**src/rtl/freq_gauge_sched_pkg.sv**
```systemverilog
// Shared types and register-map constants for the frequency-gauge scheduler.
// Optional feature macro: FREQ_GAUGE_SCHED_IRQ_EN (adds irq output and CTRL.irq_en).
package freq_gauge_sched_pkg;

  typedef enum logic [2:0] {
    IDLE   = 3'd0,
    SELECT = 3'd1,
    SETTLE = 3'd2,
    START  = 3'd3,
    WAIT   = 3'd4,
    STORE  = 3'd5
  } state_e;

  localparam int CTRL_OFS   = 0;
  localparam int STATUS_OFS = 1;

  localparam int CTRL_RUN_BIT   = 0;
  localparam int CTRL_CLR_BIT   = 1;
  localparam int CTRL_IRQEN_BIT = 2;

  // Counter/index width for a limit, never narrower than one bit.
  function automatic int cnt_w(input int limit);
    return (limit > 1) ? $clog2(limit) : 1;
  endfunction

endpackage

```
**src/rtl/freq_gauge_sched_regs.sv**
```systemverilog
// Avalon-MM register file: RESULT[i], CTRL and STATUS storage plus the read mux.
// Optional feature macro: FREQ_GAUGE_SCHED_IRQ_EN (irq level and CTRL.irq_en).
module freq_gauge_sched_regs
  import freq_gauge_sched_pkg::*;
#(
  parameter int NumProbes = 4,
  localparam int AW = $clog2(NumProbes + 2),
  localparam int IW = cnt_w(NumProbes)
)(
  input  logic          clk,
  input  logic          reset,
  input  logic [AW-1:0] i_address,
  input  logic          i_read,
  output logic [31:0]   o_readdata,
  input  logic          i_write,
  input  logic [31:0]   i_writedata,
  input  logic          i_store,
  input  logic          i_store_ok,
  input  logic          i_store_last,
  input  logic [IW-1:0] i_store_idx,
  input  logic [31:0]   i_store_count,
`ifdef FREQ_GAUGE_SCHED_IRQ_EN
  output logic          o_irq,
`endif
  output logic          o_run
);

  localparam logic [AW-1:0] CtrlAddr = AW'(NumProbes + CTRL_OFS);
  localparam logic [AW-1:0] StatAddr = AW'(NumProbes + STATUS_OFS);

  logic [31:0]          r_result [NumProbes];
  logic [NumProbes-1:0] r_valid;
  logic [NumProbes-1:0] r_tmo;
  logic                 r_run;
  logic [31:0]          r_readdata;
  logic                 w_ctrl_wr;
  logic                 w_clr;
  logic [NumProbes-1:0] w_valid_nxt;
  logic [NumProbes-1:0] w_tmo_nxt;
  logic [31:0]          w_ctrl;
  logic [31:0]          w_rdata;
  logic                 w_unused;

  assign w_ctrl_wr = i_write && (i_address == CtrlAddr);
  assign w_clr     = w_ctrl_wr && i_writedata[CTRL_CLR_BIT];

  // A STORE lands after the clear so its own probe bit wins a same-cycle clear.
  always_comb begin
    w_valid_nxt = w_clr ? '0 : r_valid;
    w_tmo_nxt   = w_clr ? '0 : r_tmo;
    if (i_store) begin
      w_valid_nxt[i_store_idx] = i_store_ok;
      w_tmo_nxt[i_store_idx]   = ~i_store_ok;
    end
  end

  always_ff @(posedge clk) begin
    if (reset) begin
      for (int i = 0; i < NumProbes; i++) r_result[i] <= '0;
      r_valid <= '0;
      r_tmo   <= '0;
      r_run   <= 1'b1;
    end else begin
      if (i_store) r_result[i_store_idx] <= i_store_ok ? i_store_count : '0;
      r_valid <= w_valid_nxt;
      r_tmo   <= w_tmo_nxt;
      if (w_ctrl_wr) r_run <= i_writedata[CTRL_RUN_BIT];
    end
  end

`ifdef FREQ_GAUGE_SCHED_IRQ_EN
  logic r_irq_en;
  logic r_irq;

  always_ff @(posedge clk) begin
    if (reset) begin
      r_irq_en <= 1'b0;
      r_irq    <= 1'b0;
    end else begin
      if (w_ctrl_wr) r_irq_en <= i_writedata[CTRL_IRQEN_BIT];
      if (i_store && i_store_last && |w_tmo_nxt) r_irq <= 1'b1;
      else if (w_clr)                            r_irq <= 1'b0;
    end
  end

  assign o_irq    = r_irq & r_irq_en;
  assign w_unused = &{1'b0, i_writedata[31:3]};
`else
  assign w_unused = &{1'b0, i_writedata[31:2], i_store_last};
`endif

  always_comb begin
    w_ctrl = '0;
    w_ctrl[CTRL_RUN_BIT] = r_run;
`ifdef FREQ_GAUGE_SCHED_IRQ_EN
    w_ctrl[CTRL_IRQEN_BIT] = r_irq_en;
`endif
  end

  always_comb begin
    w_rdata = '0;
    if (int'(i_address) < NumProbes) w_rdata = r_result[i_address[IW-1:0]];
    else if (i_address == CtrlAddr)  w_rdata = w_ctrl;
    else if (i_address == StatAddr)  w_rdata = {16'(r_tmo), 16'(r_valid)};
  end

  always_ff @(posedge clk) begin
    if (reset) r_readdata <= '0;
    else       r_readdata <= i_read ? w_rdata : '0;
  end

  assign o_readdata = r_readdata;
  assign o_run      = r_run;

endmodule

```
**src/rtl/freq_gauge_scheduler.sv**
```systemverilog
// Round-robin sequencer time-sharing one frequency-gauge core across NumProbes clocks.
// Optional feature macro: FREQ_GAUGE_SCHED_IRQ_EN (adds irq output).
module freq_gauge_scheduler
  import freq_gauge_sched_pkg::*;
#(
  parameter int NumProbes     = 4,
  parameter int SettleCycles  = 16,
  parameter int TimeoutCycles = 25000000,
  localparam int AW = $clog2(NumProbes + 2),
  localparam int IW = cnt_w(NumProbes)
)(
`ifdef FREQ_GAUGE_SCHED_IRQ_EN
  output logic          irq,
`endif
  input  logic          clk,
  input  logic          reset,
  input  logic [AW-1:0] mm_address,
  input  logic          mm_read,
  output logic [31:0]   mm_readdata,
  input  logic          mm_write,
  input  logic [31:0]   mm_writedata,
  output logic [IW-1:0] probe_sel,
  output logic          meas_start,
  input  logic          meas_done,
  input  logic [31:0]   meas_count
);

  localparam int SW = cnt_w(SettleCycles);
  localparam int TW = cnt_w(TimeoutCycles);

  state_e        r_state;
  logic [IW-1:0] r_idx;
  logic [IW-1:0] r_probe_sel;
  logic [SW-1:0] r_settle_cnt;
  logic [TW-1:0] r_tmo_cnt;
  logic          r_meas_start;
  logic          r_ok;
  logic [31:0]   r_count;
  logic          w_run;
  logic          w_last;

  assign w_last = (r_idx == IW'(NumProbes - 1));

  // meas_start is registered out of START so it is seen in the first WAIT cycle (count 0).
  always_ff @(posedge clk) begin
    if (reset) begin
      r_state      <= IDLE;
      r_idx        <= '0;
      r_probe_sel  <= '0;
      r_settle_cnt <= '0;
      r_tmo_cnt    <= '0;
      r_meas_start <= 1'b0;
      r_ok         <= 1'b0;
      r_count      <= '0;
    end else begin
      r_meas_start <= 1'b0;
      case (r_state)
        IDLE: begin
          if (w_run) begin
            r_probe_sel <= r_idx;
            r_state     <= SELECT;
          end
        end
        SELECT: begin
          r_settle_cnt <= '0;
          r_state      <= SETTLE;
        end
        SETTLE: begin
          if (r_settle_cnt == SW'(SettleCycles - 1)) r_state <= START;
          else r_settle_cnt <= r_settle_cnt + 1'b1;
        end
        START: begin
          r_meas_start <= 1'b1;
          r_tmo_cnt    <= '0;
          r_state      <= WAIT;
        end
        WAIT: begin
          if (meas_done) begin
            r_count <= meas_count;
            r_ok    <= 1'b1;
            r_state <= STORE;
          end else if (r_tmo_cnt == TW'(TimeoutCycles - 1)) begin
            r_ok    <= 1'b0;
            r_state <= STORE;
          end else begin
            r_tmo_cnt <= r_tmo_cnt + 1'b1;
          end
        end
        STORE: begin
          r_idx   <= w_last ? '0 : r_idx + 1'b1;
          r_state <= IDLE;
        end
        default: r_state <= IDLE;
      endcase
    end
  end

  assign probe_sel  = r_probe_sel;
  assign meas_start = r_meas_start;

  freq_gauge_sched_regs #(.NumProbes(NumProbes)) u_regs (
    .clk           (clk),
    .reset         (reset),
    .i_address     (mm_address),
    .i_read        (mm_read),
    .o_readdata    (mm_readdata),
    .i_write       (mm_write),
    .i_writedata   (mm_writedata),
    .i_store       (r_state == STORE),
    .i_store_ok    (r_ok),
    .i_store_last  (w_last),
    .i_store_idx   (r_idx),
    .i_store_count (r_count),
`ifdef FREQ_GAUGE_SCHED_IRQ_EN
    .o_irq         (irq),
`endif
    .o_run         (w_run)
  );

endmodule

```
**config.mk**
```make
export PLATFORM = sky130hd
export DESIGN_NAME = freq_gauge_scheduler
export DESIGN_NICKNAME = d
export VERILOG_FILES = /design/src/rtl/freq_gauge_sched_pkg.sv /design/src/rtl/freq_gauge_sched_regs.sv /design/src/rtl/freq_gauge_scheduler.sv
export SDC_FILE = /design/constraint.sdc
export NUM_CORES = 1
export LEC_CHECK = 0
export BUFFER_PORTS_ARGS = -buffer_cell sky130_fd_sc_hd__buf_4
export CAP_MARGIN = 20
export CORE_MARGIN = 5
export CORE_UTILIZATION = 37
export CTS_BUF_LIST = sky130_fd_sc_hd__clkbuf_8
export DETAILED_ROUTE_END_ITERATION = 10
export SYNTH_ARGS = -nofsm -noshare
export SYNTH_HDL_FRONTEND = slang
export SYNTH_SLANG_ARGS = --single-unit
```
**constraint.sdc**
```tcl
create_clock -name clk -period 6.7 [get_ports clk]
set_input_delay 1.34 -clock clk [delete_from_list [all_inputs] [get_ports clk]]
set_output_delay 1.34 -clock clk [all_outputs]
set_load 0.1 [all_outputs]
```
### Word level (Yosys, flattened, before mapping)

Memory sizes are Yosys's and may differ from the RTL's.
Index checks and enable logic that the tools add are counted.

| word-level totals | value |
|---|---|
| flip-flop bits (word level) | 111 |
| memory bits (writable) | 128 |
| logic and storage cells | 86 |
| memories | 1 |
| output and inout port bits | 35 |
| input port bits | 72 |

| operators by class | value |
|---|---|
| bitwise operators | 2 |
| order comparisons | 3 |
| $add $sub $neg | 3 |
| mux-type cells | 34 |
| eq/ne operators | 16 |
| reduce and logical (&&, ||, !) cells | 15 |

Memories:

| memory | depth | bits a word | read ports | clocked after memory_dff | wr ports | line | source |
|---|---|---|---|---|---|---|---|
| u_regs.r_result | 4 | 32 | 1 | 0 | 4 | freq_gauge_sched_regs.sv:31 | `logic [31:0] r_result [NumProbes];` |

Operators by type and width:

| kind | count |
|---|---|
| 32-bit two-way mux | 4 |
| 25-bit two-way mux | 2 |
| 25-bit one-hot mux with 2 select lines | 1 |
| 32-bit OR reduction | 1 |
| 25-bit by 1-bit adder with 25-bit output (second input constant) | 1 |
| 25-bit == test (second input constant) | 1 |
| 20-bit two-way mux | 1 |
| 4-bit two-way mux | 5 |
| 3-bit one-hot mux with 5 select lines | 1 |
| 3-bit == test (second input constant) | 4 |
| 3-bit two-way mux | 4 |
| 1-bit two-way mux | 10 |
| 4-bit bitwise mux | 2 |
| 2-bit != test (second input constant) | 4 |
| 4-bit one-hot mux with 2 select lines | 1 |
| 2-bit AND reduction | 4 |
| 3-bit by 2-bit == test with 1-bit output (second input constant) | 2 |
| 3-bit AND reduction | 2 |
| 2-bit nonzero test | 3 |
| 4-bit by 1-bit adder with 4-bit output (second input constant) | 1 |
| 4-bit == test (second input constant) | 1 |
| 2-bit two-way mux | 2 |
| 3-bit by 1-bit == test with 1-bit output (second input constant) | 1 |
| 1-bit logical AND | 3 |
| other kinds (11) | 12 |

### Depth between registers and ports, before layout

| logic depth | value |
|---|---|
| word-level depth | 6 |
| mapped depth | 8 |
| gate-level depth less buffers | 6 |

### By module

From an unflattened synthesis, not the netlist that was laid out.

| unflattened totals | value |
|---|---|
| cells, all modules | 853 |
| area total of the unflattened synthesis | 9944.5 sq um |

By module, submodules not included:

| module | area an instance (sq um) | cells an instance | times used | seq. area each (sq um) |
|---|---|---|---|---|
| freq_gauge_sched_regs | 6759.0 | 461 | 1 | 4664.5 |
| freq_gauge_scheduler | 3185.6 | 392 | 1 | 1401.3 |

### Worst setup path after synthesis

No wires, ideal clock.

| path | value |
|---|---|
| kind | input to register |
| from | input reset |
| to | memory u_regs.r_result[1][0] (enable) |
| path buffers | 2 |
| stages | 5 |
| arrival | 2825 ps |
| setup time | 394 ps |
| setup slack | 3481 ps |
| required time | 6306 ps |
| cell sequence | nand2b_1 clkbuf_1 or3_1 clkbuf_1 nand2b_1 |

RTL lines:

| what | line | source |
|---|---|---|
| start, declared | freq_gauge_scheduler.sv:16 | `input logic reset,` |
| end, declared | freq_gauge_sched_regs.sv:31 |  |

==> flow_metrics.tcl <==
set metrics [dict create \
    fin_worst_skew_ns 0.02175 \
    viasPerCell 5.084 \
    cts_sinks 239 \
    die_y_um 172.2 \
    synth.distinct_cells 59 \
    fill_cells 2521 \
    synth_edf_count 128 \
    cts_tree "yes" \
    end_kind "flip-flop" \
    seq_area_frac_synth_pct 62.31 \
    synthTopCellsByCount "170 x nor2_1, 128 x edfxtp_1, 113 x nand2_1, 111 x dfxtp_1, 70 x a21oi_1" \
    crit_fanout 67 \
    synth_nets 934 \
    place_congestion 0.8433 \
    fmax_mhz 260.3 \
    hold_class "reg -> reg" \
    max-vdd-ir-drop_mv 0.1184 \
    layout-drive-gt1-share_pct 19.08 \
    drtIter0Drc 439 \
    worst-r2r-cell-count 5 \
    finalSetupTns_ns 0 \
    start_util_pct 37.46 \
    synthesis.area_um2 9734 \
    r2r_start "r_state[2]$_SDFFE_PP0P_" \
    min-delay-start "r_count[4]$_SDFFE_PP0P_" \
    die_area_um2 29650 \
    ant_nets 0 \
    io_pins 107 \
    holdBufCountCts 0 \
    p_per_area_nw_per_um2 262.2 \
    cts_made_buffers 41 \
    synth-seq-cells 239 \
    portBuffers 76 \
    synth_area_leaders "edfxtp_1 39%, dfxtp_1 23%, mux4_2 7.4%" \
    worstPathArrival_ns 3.89 \
    overflow 0 \
    die_x_um 172.2 \
    num_antenna_cells 0 \
    core_region_area_um2 25980 \
    postCtsSetupRepairBufs 0 \
    track_usage_pct 15.22 \
    critPathLaunchType "input port" \
    clk_latency_ns 0.53 \
    final_area_um2 11310 \
    grt_setup_unrepaired "no" \
    netlist.area_leader.share_pct 39.49 \
    maxCapViolations 0 \
    setup_viol 0 \
    wl_per_cell_um 17.20 \
    maxSlewHeadroom_pct 32.36 \
    hold_viol 0 \
    final_max_slew_viol_count 0 \
    whs_path_depth 2 \
    layout_min_cycle_time_ns 3.841 \
    path_clk_slew_ns 0.06 \
    path_class "in -> reg" \
    status "finished clean" \
    fin_crit_sh_pct 57.33 \
    syn_to_final_growth_pct 16.16 \
    fin_nets 1005 \
    cts_htree_levels 2 \
    cts.path.max_buffers 3 \
    synth_ff_type "edfxtp_1" \
    total_leakage_power_nw 3.994 \
    ctsResizeCount 0 \
    synth_area_per_cell_um2 11.37 \
    whs_endpoint "r_count[4]$_SDFFE_PP0P_" \
    vias 6579 \
    rrSetupSlack_ns 2.99 \
    hpwl_um 13210 \
    yosys_warnings 0 \
    yosysTopAreaCell "edfxtp_1" \
    grt_antenna_before_repair 0 \
    grt_max_degree 68 \
    drcViolationCount 0 \
    grt_pass1_vias 6788 \
    wl_um 22260 \
    num_rows 59 \
    synth.most_common_cell "nor2_1" \
    root_buffer "clkbuf_8" \
    worst_pin_slew_ns 1.013 \
    dpl-instance-area_um2 10550 \
    firstDrtPassIters 5 \
    r2r-end "u_regs.r_result[1][15]$_SDFFCE_PN0P_" \
    syn_inst 856 \
    async_flop_share_pct 0 \
    grt_pass1_wl_um 35690 \
    required_ns 6.75 \
]
## cell usage in the layout (no fill, tap or decap), drive strengths merged, types with 3 or more instances in the layout
master  count
nand3      19
clkbuf     46
and2       28
mux4       32
inv        28
o22a        7
nand2     115
or3         4
a211oi      4
nand2b      8
nor2b       3
edfxtp    128
mux2i       7
nor4        4
a311oi      3
and3        4
a41oi       3
nor3b       3
clkinv      6
ha          6
nor3        4
o21ai       4
a21oi      70
o21a        3
nand4       7
a31oi       8
buf        86
dfxtp     111
a32oi       4
nor4b       3
nor2      171
xnor2       3
a22o        7
## critical path: stages
cell and delay (ns):
buf_4 0.57, nand2b_1 0.67, or3_1 0.20, buf_4 0.41
nand2b_2 0.65
## final cells by class
type	instances	area (µm²)	area share, %
timing repair buffer	86	643.1	5.688
clock inverter	29	116.4	1.029
sequential	239	6066	53.65
inverter	5	18.77	0.1660
clock buffer	46	633.1	5.599
multi-input combinational	554	3411	30.16
tap	335	419.2	3.707
## per-stage QoR
stage | total power [mW] | cells | utilization, % | hold WS, ns | setup slack [ns]
floorplan | 1.751 | 856 | - | 0.4309 | 3.481
global placement | 1.811 | 1218 | 40.61 | 0.4444 | 2.292
detailed placement | 1.813 | 1218 | 40.61 | 0.4468 | 2.284
CTS | 3.005 | 1293 | 43.49 | 0.4550 | 2.836
global route | 3.098 | 1294 | 43.51 | 0.4686 | 2.707
finish | 2.965 | 1294 | 43.51 | 0.4538 | 2.859
## power breakdown
group          internal (mW)  switching (mW)  total, mW
registers               1.58          0.0195       1.60
logic                 0.0660           0.115      0.181
clock network          0.627           0.558       1.19
## sequential cells by signal, indices dropped and copies added, names as in the netlist
name and cells:
u_regs.o_run 1, u_regs.r_result 128, r_tmo_cnt 25, meas_start 1
probe_sel 2, r_idx 2, u_regs.r_tmo 4, r_count 32
r_ok 1, u_regs.o_readdata 32, r_state 3, r_settle_cnt 4
u_regs.r_valid 4
## worst max path at each step
| stage | from | endpoint | slack, ns | cells after the start |
|---|---|---|---|---|
| floorplan | reset | u_regs.r_result[1][0]$_SDFFCE_PN0P_ | 3.48 | 5 |
| global placement | reset | u_regs.r_result[1][8]$_SDFFCE_PN0P_ | 2.29 | 5 |
| detailed placement | reset | u_regs.r_result[1][31]$_SDFFCE_PN0P_ | 2.28 | 5 |
| CTS | reset | u_regs.r_result[1][15]$_SDFFCE_PN0P_ | 2.84 | 5 |
| global route | r_state[2]$_SDFFE_PP0P_ | u_regs.r_result[1][23]$_SDFFCE_PN0P_ | 2.71 | 5 |
| finish | reset | u_regs.r_result[1][15]$_SDFFCE_PN0P_ | 2.86 | 5 |
## logic make-up (layout without fill, tap and decap cells)
logic type      Yosys count  in the layout  share of synthesized area [%]
xor+xnor                  3              3                         0.2700
simple gates            383            383                          17.80
fa+ha+maj                 6              6                         0.7712
compound gates          122            122                          7.854
buf+inv                  63            166                          2.751
flops                   239            239                          62.31
mux                      40             40                          8.239
## routing by layer
metal	GRT usage [%]	routed length [µm]	vias to the layer above
met5	0	0	-
met4	4.443	421	0
met3	3.521	1419	32
met2	25.15	10680	181
met1	20.15	9739	3175
li1	-	-	3191
Power figures use the tool's default switching activity.
